### src/rtl/hc_sr04_ctrl.sv
`default_nettype none
// +--------------------------------------------------------------------------+
// | Module  : hc_sr04_ctrl                                                   |
// | Brief   : HC-SR04 ultrasonic ranger controller (trigger, echo timing,    |
// |           distance conversion, single-shot and auto-repeat modes).       |
// | Revision: 1.0 - initial release                                          |
// +--------------------------------------------------------------------------+
module hc_sr04_ctrl #(
  parameter int TRIG_US    = 10,
  parameter int TIMEOUT_US = 30000,
  parameter int PERIOD_US  = 60000,
  parameter int US_PER_CM  = 58
) (
  input  logic        clk_50M,
  input  logic        rst,
  input  logic        tick_us,
  input  logic        start,
  input  logic        auto_en,
  input  logic        echo,
  output logic        trig,
  output logic        busy,
  output logic [15:0] echo_us,
  output logic [9:0]  dist_cm,
  output logic        valid,
  output logic        timeout
);

  localparam logic [15:0] c_trig_last   = 16'(TRIG_US - 1);
  localparam logic [15:0] c_to_last     = 16'(TIMEOUT_US - 1);
  localparam logic [15:0] c_to_val      = 16'(TIMEOUT_US);
  localparam logic [15:0] c_period      = 16'(PERIOD_US);
  localparam logic [15:0] c_period_last = 16'(PERIOD_US - 1);
  localparam int          c_sub_w       = (US_PER_CM > 1) ? $clog2(US_PER_CM) : 1;
  localparam logic [c_sub_w-1:0] c_sub_last = c_sub_w'(US_PER_CM - 1);

  typedef enum logic [2:0] {
    S_IDLE = 3'd0,
    S_TRIG = 3'd1,
    S_WAIT = 3'd2,
    S_MEAS = 3'd3,
    S_HOLD = 3'd4
  } state_t;

  state_t               r_state;
  state_t               w_next;
  logic                 r_echo_meta, r_echo_s, r_echo_d;
  logic [15:0]          r_cnt, r_period;
  logic [c_sub_w-1:0]   r_cm_sub;
  logic [9:0]           r_cm;
  logic                 r_trig, r_valid, r_timeout;
  logic [15:0]          r_echo_us;
  logic [9:0]           r_dist_cm;

  logic                 w_rise, w_fall, w_done_ok, w_done_to, w_sub_wrap;
  logic [15:0]          w_cnt_nxt;
  logic [c_sub_w-1:0]   w_sub_nxt;
  logic [9:0]           w_cm_nxt;

  assign w_rise = r_echo_s & ~r_echo_d;
  assign w_fall = ~r_echo_s & r_echo_d;

  // Counter values after this cycle's tick, so a tick coincident with an edge is counted
  assign w_cnt_nxt  = tick_us ? r_cnt + 16'd1 : r_cnt;
  assign w_sub_wrap = tick_us && (r_cm_sub == c_sub_last);
  assign w_sub_nxt  = !tick_us ? r_cm_sub : (w_sub_wrap ? '0 : r_cm_sub + 1'b1);
  assign w_cm_nxt   = (w_sub_wrap && r_cm != 10'h3FF) ? r_cm + 10'd1 : r_cm;

  always_comb begin
    w_next    = r_state;
    w_done_ok = 1'b0;
    w_done_to = 1'b0;
    case (r_state)
      S_IDLE: if (start || auto_en) w_next = S_TRIG;
      S_TRIG: if (tick_us && r_cnt >= c_trig_last) w_next = S_WAIT;
      S_WAIT: begin
        if (tick_us && r_cnt >= c_to_last) begin
          w_next    = S_HOLD;
          w_done_to = 1'b1;
        end else if (w_rise) begin
          w_next = S_MEAS;
        end
      end
      S_MEAS: begin
        if (tick_us && r_cnt >= c_to_last) begin
          w_next    = S_HOLD;
          w_done_to = 1'b1;
        end else if (w_fall) begin
          w_next    = S_HOLD;
          w_done_ok = 1'b1;
        end
      end
      S_HOLD: begin
        // A worst-case measurement may already have used up the whole period
        if (r_period >= c_period || (tick_us && r_period >= c_period_last))
          w_next = S_IDLE;
      end
      default: w_next = S_IDLE;
    endcase
  end

  always_ff @(posedge clk_50M) begin
    if (rst) begin
      r_state     <= S_IDLE;
      r_echo_meta <= 1'b0;
      r_echo_s    <= 1'b0;
      r_echo_d    <= 1'b0;
      r_cnt       <= '0;
      r_period    <= '0;
      r_cm_sub    <= '0;
      r_cm        <= '0;
      r_trig      <= 1'b0;
      r_valid     <= 1'b0;
      r_timeout   <= 1'b0;
      r_echo_us   <= '0;
      r_dist_cm   <= '0;
    end else begin
      r_echo_meta <= echo;
      r_echo_s    <= r_echo_meta;
      r_echo_d    <= r_echo_s;
      r_state     <= w_next;
      r_trig      <= (w_next == S_TRIG);
      r_valid     <= w_done_ok | w_done_to;

      if (w_done_to) begin
        r_echo_us <= c_to_val;
        r_dist_cm <= 10'h3FF;
        r_timeout <= 1'b1;
      end else if (w_done_ok) begin
        r_echo_us <= w_cnt_nxt;
        r_dist_cm <= w_cm_nxt;
        r_timeout <= 1'b0;
      end

      if (r_state == S_IDLE) begin
        r_cnt    <= '0;
        r_period <= '0;
        r_cm_sub <= '0;
        r_cm     <= '0;
      end else begin
        if (tick_us && r_period != 16'hFFFF) r_period <= r_period + 16'd1;
        if (w_next != r_state) begin
          r_cnt    <= '0;
          r_cm_sub <= '0;
          r_cm     <= '0;
        end else if (r_state == S_MEAS) begin
          r_cnt    <= w_cnt_nxt;
          r_cm_sub <= w_sub_nxt;
          r_cm     <= w_cm_nxt;
        end else if (r_state != S_HOLD) begin
          r_cnt <= w_cnt_nxt;
        end
      end
    end
  end

  assign trig    = r_trig;
  assign busy    = (r_state != S_IDLE);
  assign echo_us = r_echo_us;
  assign dist_cm = r_dist_cm;
  assign valid   = r_valid;
  assign timeout = r_timeout;

endmodule
`default_nettype wire
### config.mk
export PLATFORM = sky130hd
export DESIGN_NAME = hc_sr04_ctrl
export DESIGN_NICKNAME = d
export VERILOG_FILES = /design/src/rtl/hc_sr04_ctrl.sv
export SDC_FILE = /design/constraint.sdc
export NUM_CORES = 1
export LEC_CHECK = 0
export CORE_MARGIN = 4
export CORE_UTILIZATION = 38
export CTS_CLUSTER_SIZE = 30
export DETAILED_ROUTE_END_ITERATION = 8
export HOLD_SLACK_MARGIN = 0.15
export PLACE_DENSITY = 0.54
export RECOVER_POWER = 100
export SLEW_MARGIN = 20
export SYNTH_ARGS = -nofsm -noshare
export SYNTH_HDL_FRONTEND = slang
export SYNTH_SLANG_ARGS = --single-unit
### constraint.sdc
create_clock -name clk_50M -period 5.7 [get_ports clk_50M]
set_input_delay 0.855 -clock clk_50M [delete_from_list [all_inputs] [get_ports clk_50M]]
set_output_delay 0.855 -clock clk_50M [all_outputs]
set_load 0.1 [all_outputs]
==> impl_results.md <==
- Clock skew: 0.0126 ns
- Final WL: 8710 um
- DPL Wire Length: 6170 um
- Critical path buffers and inverters: 3
- Port bufs: 35
- Num CTS Buffers: 9
- Die extent in x: 112 um
- Vias: 3346
- Fillers: 1096
- Most used flip-flop cell after synthesis: dfxtp_1
- Final Cycle Share: 0.611
- Synthesized area: 4090 um^2
- Simple-gate share of the synthesized area: 0.278
- GRT overflow: 0
- Ant. Diodes: 0
- Worst Path Class, Setup: primary input to flip-flop
- Wire length per cell: 13.2 um
- Worst-Margin Slew: 1.30 ns
- DR DRC count: 0
- # nets final: 532
- Sequence of cells on the critical path: dlygate4sd3_1, clkbuf_1, nand2b_1, nor2_1, o31ai_1, a221o_1, buf_4, nor3_1
- DIE HEIGHT: 112 um
- Clock latency on the worst-skew pair: 0.35 ns
- Synth Area per Inst: 8.22 um^2
- Post-CTS Setup Bufs: 0
- Vias/cell: 5.09
- Post-synth cell types: 47
- Post-Synth Adder-Cell Area: 0.0245
- Vias in the first global route: 3174
- Area after DPL: 4480 um^2
- Clock Sink Count: 83
- Max VDD drop: 0.108 mV
- Root Buffer: clkbuf_8
- Synth Net Count: 512
- Storage cell area: 1660 um^2
- CTS tree: done
- Design area: 4650 um^2
- Fraction of layout cells with a size suffix above 1: 0.0479
- Worst path required time: 5.92 ns
- Final setup viols: 0
- Leakage: 0.00155 uW
- Initial antenna violation count: 0
- Max Freq: 0.287 GHz
- Hold Crit Class: flip-flop to flip-flop
- All-Layer GR Usage: 0.143
- Post-synth top area share: 0.406
- RSZ-0062 raised after global routing: no
- P per Cell Area: 221 nW/um^2
- Initial Util: 0.393
- Cells after Synth: 498
- CP Launch Type: primary input
- Clock slew at reported path FFs: 0.09 ns
- Commonest non-fill, non-tap cells in the layout: 97 x nor2_1, 83 x dfxtp_1, 38 x nand2_1
- CP max-delay cell: clkbuf_1
- Most common cell after layout, fill and taps aside: nor2_1
- Routability cong.: 0.805
- Arrival time worst endpoint: 3.71 ns
- Post-synth EDFFs: 0
- Pre-antenna DRT Iters: 4
- Top cells by area, synth: dfxtp_1 41%, nor2_1 8.9%, xnor2_1 7.9%
- Largest net degree at the start of global routing: 33
- Final Hold Fails: 0
- Antenna Nets Post-Route: 0
- CP max stage delay: 0.94 ns
- Bufs on Longest Clock Path: 2
- Worst Path Max Fanout: 32
- #FFs+latches synth: 83
- Register area share after synthesis: 0.406
- Multi-input logic area: 2220 um^2
- Status: finished clean
- Largest family of logic cells by synthesized area: simple AND/OR/NAND/NOR gates
- Mux contribution to synthesized area: 0.00489
- Hold buffers post-CTS: 0
- Leading area contributor after synthesis: dfxtp_1
- H-tree Lvls: 3
- Row count: 37
- Min Tclk post-route: 3.48 ns
- IO Count: 36
- Resized Gates After CTS: 0
- First-pass GRT wire length: 15000 um
- Synthesis Warnings: 0
- Setup TNS: 0 ns
- Max_slew headroom: 0.136
- Core area: 10400 um^2
- Async SR Flop Fraction: 0
- Worst setup EP type: flip-flop
- Max Cap Violations: 0
- Fin. max-slew vios: 0
- Die area: 12500 um^2
- Post-synthesis compound-gate area fraction: 0.106
- Crit path max-delay family: buffers and inverters
- Synth Area in XOR/XNOR: 0.133
- Area Overhead vs Synth: 13.6%
- Initial detailed-routing violation count: 128
## power by group
part	leakage (uW)	switching (uW)	internal, uW	total (uW)
clock	0.0000881	206	199	405
combinational	0.000792	26.0	11.1	37.1
sequential	0.000670	3.26	582	585
## cell type report
type                       count  area share
multi-input combinational    374       0.478
clock inverter                 5      0.0118
inverter                      12     0.00969
sequential                    83       0.357
clock buffer                  10      0.0275
tap                          136      0.0366
timing repair buffer          38      0.0794
## worst reg2reg max path, delay by kind of cell (launching register included)
family | cells | cell delay (ns)
AOI/OAI and AO/OA | 3 | 0.89
adders and majority gates | 1 | 0.25
DFF | 1 | 0.38
and+or+nand+nor | 3 | 1.19
## registers in the layout, indices dropped and copies added (netlist names)
register	count
r_period	16
r_cm_sub	6
timeout	1
r_state	3
echo_us	16
trig	1
r_cm	10
dist_cm	10
r_cnt	16
valid	1
r_echo_meta	1
r_echo_s	1
r_echo_d	1
## stage by stage
stage               power (uW)   util  cells  setup WS (ns)  hold slack, ns
floorplan                  626      -    498           3.40           0.414
global placement           637  0.431    643           2.21           0.419
detailed placement         637  0.431    643           2.11           0.427
CTS                       1050  0.448    658           2.48           0.442
global route              1070  0.446    658           1.95           0.472
finish                    1030  0.446    658           2.22           0.436
## cell usage after synthesis, drive strengths merged, types with 5 or more instances
| master | count |
|---|---|
| a211oi | 21 |
| a21oi | 12 |
| and3 | 7 |
| buf | 15 |
| clkbuf | 14 |
| dfxtp | 83 |
| ha | 8 |
| inv | 12 |
| nand2 | 38 |
| nand3 | 33 |
| nand4 | 10 |
| nor2 | 97 |
| nor2b | 7 |
| nor3 | 17 |
| nor4 | 7 |
| o21ai | 11 |
| o22ai | 7 |
| or3 | 5 |
| xnor2 | 37 |
| xor2 | 25 |
## layer usage
metal,global-route usage,share of wire
met4,0.0487,0.014
met5,0,0
met3,0.0255,0.044
met1,0.201,0.52
met2,0.222,0.43
## final timing paths
check             cells past startpoint  slack (ns)   startpoint          end
setup / recovery                      8        2.22          rst  r_cm_sub[3]
hold / removal                        1        0.44  r_echo_meta     r_echo_s
setup reg to reg                      7        2.92     r_cnt[0]   echo_us[3]
hold reg to reg                       1        0.44  r_echo_meta     r_echo_s
## cell families (layout without fill, tap and decap cells)
family,Yosys count,in the layout
adder cells (fa/ha/maj),8,8
XOR/XNOR,62,62
flip-flops,83,83
multiplexers,2,2
AO/OA/AOI/OAI,65,65
AND/OR/NAND/NOR,237,237
buffers and inverters,41,65
Power figures use the tool's default switching activity.
